===== src/rtl/ex_mem_skid_stage_pkg.sv =====
// ex_mem_skid_stage_pkg
//   Shared definitions for the EX->MEM skid stage: default widths, NOP
//   payload values used by empty slots, and the occupancy state type.
package ex_mem_skid_stage_pkg;

    localparam int unsigned DEF_DATA_W   = 32;
    localparam int unsigned DEF_ADDR_W   = 5;

    // Contents held by an invalid slot: write to x0 with nothing enabled.
    localparam int unsigned NOP_REG_ADDR = 0;
    localparam int unsigned ZERO_WORD    = 0;
    localparam logic        WR_DISABLE   = 1'b0;

    typedef enum logic [1:0] {
        OCC_EMPTY,
        OCC_ONE,
        OCC_TWO
    } occ_state_e;

endpackage


===== src/rtl/ex_mem_skid_stage_if.sv =====
// ex_mem_skid_stage_if
//   Valid/ready writeback bus carrying NUM_LANES packets per beat.
//   valid  : producer presents a beat
//   ready  : consumer accepts the beat
//   waddr  : lane i at [i*ADDR_W +: ADDR_W]
//   we     : per-lane write enable
//   wdata  : lane i at [i*DATA_W +: DATA_W]
interface ex_mem_skid_stage_if
    import ex_mem_skid_stage_pkg::*;
#(
    parameter int unsigned DATA_W    = DEF_DATA_W,
    parameter int unsigned ADDR_W    = DEF_ADDR_W,
    parameter int unsigned NUM_LANES = 1
);

    logic                          valid;
    logic                          ready;
    logic [NUM_LANES*ADDR_W-1:0]   waddr;
    logic [NUM_LANES-1:0]          we;
    logic [NUM_LANES*DATA_W-1:0]   wdata;

    modport master (output valid, output waddr, output we, output wdata, input ready);
    modport slave  (input valid, input waddr, input we, input wdata, output ready);

endinterface


===== src/rtl/ex_mem_skid_stage_pipe_wb_slot.sv =====
// pipe_wb_slot
//   One valid bit plus a writeback payload register.
//   clk, rst     : clock, synchronous active-high reset
//   load         : capture d_* and mark valid
//   clear        : return to NOP contents and invalid (wins over load)
//   d_waddr/d_we/d_wdata : payload to capture
//   valid, q_waddr/q_we/q_wdata : stored state
module pipe_wb_slot
    import ex_mem_skid_stage_pkg::*;
#(
    parameter int unsigned DATA_W    = DEF_DATA_W,
    parameter int unsigned ADDR_W    = DEF_ADDR_W,
    parameter int unsigned NUM_LANES = 1
) (
    input  logic                        clk,
    input  logic                        rst,
    input  logic                        load,
    input  logic                        clear,
    input  logic [NUM_LANES*ADDR_W-1:0] d_waddr,
    input  logic [NUM_LANES-1:0]        d_we,
    input  logic [NUM_LANES*DATA_W-1:0] d_wdata,
    output logic                        valid,
    output logic [NUM_LANES*ADDR_W-1:0] q_waddr,
    output logic [NUM_LANES-1:0]        q_we,
    output logic [NUM_LANES*DATA_W-1:0] q_wdata
);

    always_ff @(posedge clk) begin
        if (rst || clear) begin
            valid   <= 1'b0;
            q_waddr <= {NUM_LANES{ADDR_W'(NOP_REG_ADDR)}};
            q_we    <= {NUM_LANES{WR_DISABLE}};
            q_wdata <= {NUM_LANES{DATA_W'(ZERO_WORD)}};
        end else if (load) begin
            valid   <= 1'b1;
            q_waddr <= d_waddr;
            q_we    <= d_we;
            q_wdata <= d_wdata;
        end
    end

endmodule


===== src/rtl/ex_mem_skid_stage.sv =====
// ex_mem_skid_stage
//   Elastic EX->MEM pipeline register with a 2-entry skid buffer.
//   clk, rst   : clock, synchronous active-high reset
//   flush      : discard all resident beats and any beat offered this cycle
//   in_bus     : slave side from EX (in_bus.ready is registered)
//   out_bus    : master side to MEM (head beat; we forced 0 when not valid)
//   stall_cnt  : saturating count of cycles with out valid and not ready
module ex_mem_skid_stage
    import ex_mem_skid_stage_pkg::*;
#(
    parameter int unsigned DATA_W    = DEF_DATA_W,
    parameter int unsigned ADDR_W    = DEF_ADDR_W,
    parameter int unsigned NUM_LANES = 1,
    parameter int unsigned CNT_W     = 16
) (
    input  logic                 clk,
    input  logic                 rst,
    input  logic                 flush,
    ex_mem_skid_stage_if.slave   in_bus,
    ex_mem_skid_stage_if.master  out_bus,
    output logic [CNT_W-1:0]     stall_cnt
);

    occ_state_e                  state;
    logic                        ready_q;
    logic                        accept, drain;
    logic                        main_load, main_clear, skid_load, skid_clear, main_from_skid;

    logic                        main_valid, skid_valid;
    logic [NUM_LANES*ADDR_W-1:0] main_waddr, skid_waddr, main_d_waddr;
    logic [NUM_LANES-1:0]        main_we, skid_we, main_d_we;
    logic [NUM_LANES*DATA_W-1:0] main_wdata, skid_wdata, main_d_wdata;

    assign accept = in_bus.valid & ready_q;
    assign drain  = main_valid & out_bus.ready;

    always_comb begin
        main_load      = 1'b0;
        main_clear     = 1'b0;
        skid_load      = 1'b0;
        skid_clear     = 1'b0;
        main_from_skid = 1'b0;
        if (flush) begin
            main_clear = 1'b1;
            skid_clear = 1'b1;
        end else begin
            case (state)
                OCC_EMPTY: main_load = accept;
                OCC_ONE: begin
                    if (accept && drain)  main_load  = 1'b1;
                    else if (accept)      skid_load  = 1'b1;
                    else if (drain)       main_clear = 1'b1;
                end
                OCC_TWO: begin
                    if (drain && skid_valid) begin
                        main_load      = 1'b1;
                        main_from_skid = 1'b1;
                        skid_clear     = 1'b1;
                    end
                end
                default: begin
                    main_clear = 1'b1;
                    skid_clear = 1'b1;
                end
            endcase
        end
    end

    assign main_d_waddr = main_from_skid ? skid_waddr : in_bus.waddr;
    assign main_d_we    = main_from_skid ? skid_we    : in_bus.we;
    assign main_d_wdata = main_from_skid ? skid_wdata : in_bus.wdata;

    // Occupancy FSM; ready_q tracks "skid slot free" one cycle ahead so that
    // in_bus.ready never depends combinationally on out_bus.ready.
    always_ff @(posedge clk) begin
        if (rst || flush) begin
            state   <= OCC_EMPTY;
            ready_q <= 1'b1;
        end else begin
            case (state)
                OCC_EMPTY: if (accept) state <= OCC_ONE;
                OCC_ONE: begin
                    if (accept && !drain) begin
                        state   <= OCC_TWO;
                        ready_q <= 1'b0;
                    end else if (!accept && drain) begin
                        state <= OCC_EMPTY;
                    end
                end
                OCC_TWO: begin
                    if (drain) begin
                        state   <= OCC_ONE;
                        ready_q <= 1'b1;
                    end
                end
                default: begin
                    state   <= OCC_EMPTY;
                    ready_q <= 1'b1;
                end
            endcase
        end
    end

    always_ff @(posedge clk) begin
        if (rst)
            stall_cnt <= '0;
        else if (main_valid && !out_bus.ready && stall_cnt != '1)
            stall_cnt <= stall_cnt + 1'b1;
    end

    pipe_wb_slot #(.DATA_W(DATA_W), .ADDR_W(ADDR_W), .NUM_LANES(NUM_LANES)) u_main (
        .clk     (clk),
        .rst     (rst),
        .load    (main_load),
        .clear   (main_clear),
        .d_waddr (main_d_waddr),
        .d_we    (main_d_we),
        .d_wdata (main_d_wdata),
        .valid   (main_valid),
        .q_waddr (main_waddr),
        .q_we    (main_we),
        .q_wdata (main_wdata)
    );

    pipe_wb_slot #(.DATA_W(DATA_W), .ADDR_W(ADDR_W), .NUM_LANES(NUM_LANES)) u_skid (
        .clk     (clk),
        .rst     (rst),
        .load    (skid_load),
        .clear   (skid_clear),
        .d_waddr (in_bus.waddr),
        .d_we    (in_bus.we),
        .d_wdata (in_bus.wdata),
        .valid   (skid_valid),
        .q_waddr (skid_waddr),
        .q_we    (skid_we),
        .q_wdata (skid_wdata)
    );

    assign in_bus.ready  = ready_q;
    assign out_bus.valid = main_valid;
    assign out_bus.waddr = main_waddr;
    assign out_bus.we    = main_we & {NUM_LANES{main_valid}};
    assign out_bus.wdata = main_wdata;

endmodule

===== src/flat_wrapper.sv =====
// flat-port wrapper written by rule: the top's interface ports become plain ports
module ex_mem_skid_stage_flat import ex_mem_skid_stage_pkg::*;
#(
    parameter int unsigned DATA_W    = DEF_DATA_W,
    parameter int unsigned ADDR_W    = DEF_ADDR_W,
    parameter int unsigned NUM_LANES = 1,
    parameter int unsigned CNT_W     = 16
)
  (clk, rst, flush, stall_cnt, in_bus_valid, in_bus_waddr, in_bus_we, in_bus_wdata, in_bus_ready, out_bus_valid, out_bus_waddr, out_bus_we, out_bus_wdata, out_bus_ready);
  ex_mem_skid_stage_if #(.DATA_W(DATA_W), .ADDR_W(ADDR_W), .NUM_LANES(NUM_LANES)) in_bus_i ();
  ex_mem_skid_stage_if #(.DATA_W(DATA_W), .ADDR_W(ADDR_W), .NUM_LANES(NUM_LANES)) out_bus_i ();
  input  logic clk;
  input  logic rst;
  input  logic flush;
  output logic [CNT_W-1:0] stall_cnt;
  input wire logic [$bits(in_bus_i.valid)-1:0] in_bus_valid;
  input wire logic [$bits(in_bus_i.waddr)-1:0] in_bus_waddr;
  input wire logic [$bits(in_bus_i.we)-1:0] in_bus_we;
  input wire logic [$bits(in_bus_i.wdata)-1:0] in_bus_wdata;
  output wire logic [$bits(in_bus_i.ready)-1:0] in_bus_ready;
  output wire logic [$bits(out_bus_i.valid)-1:0] out_bus_valid;
  output wire logic [$bits(out_bus_i.waddr)-1:0] out_bus_waddr;
  output wire logic [$bits(out_bus_i.we)-1:0] out_bus_we;
  output wire logic [$bits(out_bus_i.wdata)-1:0] out_bus_wdata;
  input wire logic [$bits(out_bus_i.ready)-1:0] out_bus_ready;
  assign in_bus_i.valid = in_bus_valid;
  assign in_bus_i.waddr = in_bus_waddr;
  assign in_bus_i.we = in_bus_we;
  assign in_bus_i.wdata = in_bus_wdata;
  assign in_bus_ready = in_bus_i.ready;
  assign out_bus_valid = out_bus_i.valid;
  assign out_bus_waddr = out_bus_i.waddr;
  assign out_bus_we = out_bus_i.we;
  assign out_bus_wdata = out_bus_i.wdata;
  assign out_bus_i.ready = out_bus_ready;
  ex_mem_skid_stage #(.DATA_W(DATA_W), .ADDR_W(ADDR_W), .NUM_LANES(NUM_LANES), .CNT_W(CNT_W)) u_core (.clk(clk), .rst(rst), .flush(flush), .in_bus(in_bus_i), .out_bus(out_bus_i), .stall_cnt(stall_cnt));
endmodule

===== config.mk =====
export PLATFORM = sky130hd
export DESIGN_NAME = ex_mem_skid_stage_flat
export DESIGN_NICKNAME = d
export VERILOG_FILES = /design/src/rtl/ex_mem_skid_stage_pkg.sv /design/src/rtl/ex_mem_skid_stage_if.sv /design/src/rtl/ex_mem_skid_stage_pipe_wb_slot.sv /design/src/rtl/ex_mem_skid_stage.sv /design/src/flat_wrapper.sv
export SDC_FILE = /design/constraint.sdc
export NUM_CORES = 1
export LEC_CHECK = 0
export CAP_MARGIN = 40
export CORE_AREA = 5 5 95 97
export CTS_CLUSTER_DIAMETER = 40
export DETAILED_ROUTE_END_ITERATION = 12
export DIE_AREA = 0 0 100 102
export PLACE_DENSITY_LB_ADDON = 0.3
export SYNTH_ARGS = -nofsm -noshare
export SYNTH_HDL_FRONTEND = slang
export SYNTH_SLANG_ARGS = --single-unit

===== constraint.sdc =====
create_clock -name clk -period 2.7 [get_ports clk]
set_input_delay 0.54 -clock clk [delete_from_list [all_inputs] [get_ports clk]]
set_output_delay 0.54 -clock clk [all_outputs]
set_load 0.005 [all_outputs]

---- Word level (Yosys, flattened, before mapping) ----
Index checks and enable logic that the tools add are counted.
cells by class
  equal/unequal tests ..................... 7
  bitwise operators ....................... 4
  reductions and logical operators ........ 17
  mux-type cells .......................... 28
  add/subtract/negate cells ............... 1
operators with widths
  operator                                       number
  2-to-1 mux 32 bit                              1
  2-to-1 mux 1 bit                               17
  adder 16 x 1 -> 16 bit, second input constant  1
  != test 16 bit, second input constant          1
  2-to-1 mux 2 bit                               4
  logical AND 1 bit                              6
  != test 2 x 1 -> 1 bit, second input constant  3
  case mux 1 bit (3 select lines)                2
  case mux 2 bit (3 select lines)                1
  AND reduction 3 bit                            2
  2-to-1 mux 5 bit                               1
  case mux 1 bit (2 select lines)                2
  OR reduction 2 bit                             2
  bitwise AND 1 bit                              3
  logical NOT 1 bit                              3
  logical OR 1 bit                               3
  != test 3 x 1 -> 1 bit, second input constant  1
  == test 2 x 1 -> 1 bit, second input constant  1
  == test 2 bit, second input constant           1
  logical NOT 2 bit                              1
  inverter 1 bit                                 1
storage, ports and cells
  flip-flop bits (word level) ............. 97
  output and inout port bits .............. 56
  bits of input ports ..................... 43
  logic and storage cells ................. 68

---- Longest topological paths before layout ----
  depth after elaboration ................. 7
  depth in mapped cells ................... 7
  mapped depth without buffers ............ 5

---- Hierarchy ----
From an unflattened synthesis, not the netlist that was laid out.
second synthesis, totals
  cell total of the unflattened synthesis .. 437
  area total of the unflattened synthesis .. 4411.7 um^2
by module, submodules not included
  module             cells an instance  sequential area each (um^2)  area each (um^2)  times used
  pipe_wb_slot       127                780.7                        1416.4            2
  ex_mem_skid_stage  183                380.4                        1579.0            1

---- Worst setup path after synthesis ----
Ideal clock, no wire load.
  path type ............................... in2reg
  start ................................... input port out_bus_ready
  end ..................................... register u_core.stall_cnt[15]
  cell stages on the path ................. 4
  slack ................................... 738 ps
  path buffers ............................ 0
  data arrival time ....................... 1892 ps
  cells stage by stage .................... nand4b_1 or4_4 or4_1 a21oi_1
between the ends
  word-level cells in the longest chain between the ends .. 3
ends and longest elaborated chain
  element                          RTL line                  RTL
  start, declared                  flat_wrapper.sv:25        input wire logic [$bits(out_bus_i.ready)-1:0] out_bus_ready;
  logical NOT 1 bit                ex_mem_skid_stage.sv:107  else if (main_valid && !out_bus.ready && stall_cnt != '1)
  logical AND 1 bit (2 in series)  ex_mem_skid_stage.sv:107
  end signal, assigned             ex_mem_skid_stage.sv:108  stall_cnt <= stall_cnt + 1'b1;
  end, declared                    ex_mem_skid_stage.sv:21   output logic [CNT_W-1:0] stall_cnt
Every way passes these cells.
A chain may end at the register's enable or synchronous reset.

---- Worst setup path after layout ----
  start ................................... register u_core.u_main.valid
  end ..................................... output port out_bus_we
between the ends
  word-level cells in the longest chain between the ends .. 1
ends and longest elaborated chain
  element                 RTL line                              RTL
  start, declared         ex_mem_skid_stage_pipe_wb_slot.sv:22  output logic valid,
  start signal, assigned  ex_mem_skid_stage_pipe_wb_slot.sv:30  valid <= 1'b0;
  start signal, assigned  ex_mem_skid_stage_pipe_wb_slot.sv:35  valid <= 1'b1;
  bitwise AND 1 bit       ex_mem_skid_stage.sv:142              assign out_bus.we = main_we & {NUM_LANES{main_valid}};
  end, declared           flat_wrapper.sv:23                    output wire logic [$bits(out_bus_i.we)-1:0] out_bus_we;
Every way passes these cells.

==> flow_metrics.env <==
export IMPL_first_pass_iters=5
export IMPL_gp_congestion=0.8835
export IMPL_viasPerCell=5.749
export IMPL_rows=33
export IMPL_drt_wirelength_per_cell_um=15.63
export IMPL_postRouteAntennaNets=0
export IMPL_irDropWorstVdd_mv=0.4053
export IMPL_avgSynthCellArea_um2=7.852
export IMPL_num_antenna_cells=0
export IMPL_synthFlopType="dfxtp_1"
export IMPL_die_y_um=102
export IMPL_core_area_mm2=0.008051
export IMPL_final_area_mm2=0.005488
export IMPL_grt_max_degree=40
export IMPL_post_cts_buffers=0
export IMPL_grt_overflow=0
export IMPL_io_pins=99
export IMPL_path_clk_slew_ps=100
export IMPL_start_util_pct=51.00
export IMPL_cts_max_path_buffers=2
export IMPL_worst_pin_slew_ps=423.7
export IMPL_cts_sinks=97
export IMPL_start_kind="flip-flop"
export IMPL_synth_seq_area_share_pct=47.29
export IMPL_p_comb_share_pct=10.8
export IMPL_cts_htree_levels=3
export IMPL_cell_internal_pwr_mw=1.988
export IMPL_worst_path_max_fanout=9
export IMPL_ys_types=39
export IMPL_grt_pass1_wl_mm=18.24
export IMPL_die_area_mm2=0.01020
export IMPL_switching_share_pct=25.85
export IMPL_yosys_warnings=0
export IMPL_maxSlewHeadroom_pct=71.02
export IMPL_nNetsFinal=654
export IMPL_finalPower_mw=2.682
export IMPL_register_area_mm2=0.001942
export IMPL_dpl_cell_area_mm2=0.005293
export IMPL_final_cell_mix="nand2_1 (161), clkdlybuf4s50_1 (98), dfxtp_1 (97)"
export IMPL_setup_violations=0
export IMPL_fin_crit_ps=2116
export IMPL_utilization_pct=68.16
export IMPL_power_frac_clock_pct=34.2
export IMPL_final_common_cell="nand2_1"
export IMPL_synthCells=523
export IMPL_skew_ps=12.13
export IMPL_sequentialPowerShare_pct=54.9
export IMPL_p_switching_mw=0.6933
export IMPL_grt_pass1_vias=4010
export IMPL_multi_input_area_mm2=0.002024
export IMPL_hold_class="reg2reg"
export IMPL_arrival_ps=1580
export IMPL_crit_type="reg2out"
export IMPL_instances_no_fill=720
export IMPL_dp_hpwl_mm=7.444
export IMPL_clock_latency_ps=360
export IMPL_hold_viol=0
export IMPL_maxCapViolations=0
export IMPL_grtUsageTotal_pct=21.81
export IMPL_totalWireLength_mm=11.25
export IMPL_layout_drive_gt1_share_pct=7.480
export IMPL_critical_path_required_ps=2160
export IMPL_rsz0062_at_grt="no"
export IMPL_max_freq_ghz=0.4726
export IMPL_vias=4139
export IMPL_p_per_area_mw_per_mm2=488.7
export IMPL_syn2layout_area_growth_pct=33.64
export IMPL_synthesis_nets=567
export IMPL_cts_repair_resized=0
export IMPL_power_leakage_nw=1.783
export IMPL_portBuffers=98
export IMPL_drc_errors=0
export IMPL_cts_root_buf="clkbuf_8"
export IMPL_fin_crit_sh_pct=78.37
export IMPL_ys_seq_elements=97
export IMPL_final_setup_tns_ps=0
export IMPL_numCtsBuffers=9
export IMPL_nFillCells=671
export IMPL_drt_iter0_markers=221
export IMPL_synth_edf_count=0
export IMPL_antenna_found_initial=0
export IMPL_synth_area_mm2=0.004106
export IMPL_status="completed"
export IMPL_tritoncts="built"
export IMPL_place_inst=704
export IMPL_drv_slew=0
export IMPL_postCtsHoldBufs=0
export IMPL_die_x_um=100
export IMPL_crit_path_end_kind="output pin"
export IMPL_async_reset_ff_share_pct=0
-- registers in the layout, summed over array words and instances (netlist names) --
register	flops
u_core.u_main.q_wdata	32
u_core.u_skid.q_we	1
u_core.u_skid.valid	1
u_core.state	2
u_core.in_bus.ready	1
u_core.u_main.valid	1
u_core.u_main.q_we	1
u_core.u_skid.q_wdata	32
u_core.stall_cnt	16
u_core.u_main.q_waddr	5
u_core.u_skid.q_waddr	5
-- power groups by stage --
stage	registers, mW	clock network, mW	logic (mW)
after CTS	1.47	0.939	0.291
after global placement	1.50	0	0.285
after detailed placement	1.51	0	0.290
after global routing	1.48	0.995	0.316
final	1.47	0.918	0.291
after floorplan	1.50	0	0.123
-- layout make-up --
type,instances,area share [%]
Tap cell,105,2.394
Sequential cell,97,35.39
Inverter,5,0.3420
Clock inverter,6,1.049
Clock buffer,10,2.508
Multi-Input combinational cell,378,36.89
Timing Repair Buffer,119,21.43
-- worst max-delay path, cell delays in order (launching register included) --
cell             delay [ps]
dfxtp_1                 510
and2_1                  180
clkdlybuf4s50_1         540
-- Yosys cell counts, types with 2 or more instances --
cell / count / share of area, %
a2111oi_0: 2 / 0.43
a21oi_1: 93 / 11
a311oi_1: 38 / 8.1
and2_1: 3 / 0.46
and4_1: 2 / 0.43
buf_1: 4 / 0.37
buf_2: 10 / 1.2
clkbuf_1: 28 / 2.6
dfxtp_1: 97 / 47
inv_1: 5 / 0.46
nand2_1: 161 / 15
nand2b_1: 2 / 0.30
nand3_1: 8 / 0.98
nand3b_1: 3 / 0.55
nand4_1: 6 / 0.91
nor2_1: 7 / 0.64
nor2b_1: 2 / 0.30
nor3_1: 4 / 0.49
nor4_1: 2 / 0.30
o21ai_0: 6 / 0.73
o31ai_1: 9 / 1.6
or3_1: 6 / 0.91
or4_1: 9 / 1.6
-- cells by family (layout without fill, tap and decap cells) --
kind of cell	Yosys count	after routing	synth area share [%]
simple gates	219	219	23.43
compound gates	155	155	23.52
flops	97	97	47.29
buf+inv	48	140	4.723
mux	2	2	0.5180
fa+ha+maj	1	1	0.3046
xor+xnor	1	1	0.2133
-- per-stage QoR --
step | hold slack, ps | worst slack (ps)
final | 461.2 | 584.1
after global routing | 482.5 | 512.6
after CTS | 462.2 | 583.9
after detailed placement | 447.0 | 236.5
after global placement | 441.3 | 223.9
after floorplan | 436.6 | 737.8
-- per-layer routing --
metal	wire length (um)	up-vias	part of all wire (%)	GRT usage (%)
met5	0	-	0	0
met4	214	0	1.9	8.290
met3	787	16	7.0	4.232
met2	5491	154	49	38.02
met1	4760	1944	42	26.81
li1	-	2025	-	-
-- final timing paths --
check	start	endpoint	slack (ps)	cells after the start
setup / recovery	u_core.u_main.valid$_SDFFE_PP0P_	out_bus_we	580	2
hold / removal	u_core.u_skid.q_waddr[3]$_SDFFE_PP0P_	u_core.u_skid.q_waddr[3]$_SDFFE_PP0P_	460	2
setup reg to reg	u_core.u_main.valid$_SDFFE_PP0P_	u_core.stall_cnt[15]$_SDFFE_PP0P_	730	4
hold reg to reg	u_core.u_skid.q_waddr[3]$_SDFFE_PP0P_	u_core.u_skid.q_waddr[3]$_SDFFE_PP0P_	460	2
No activity file was read; power rests on OpenSTA's default activity.
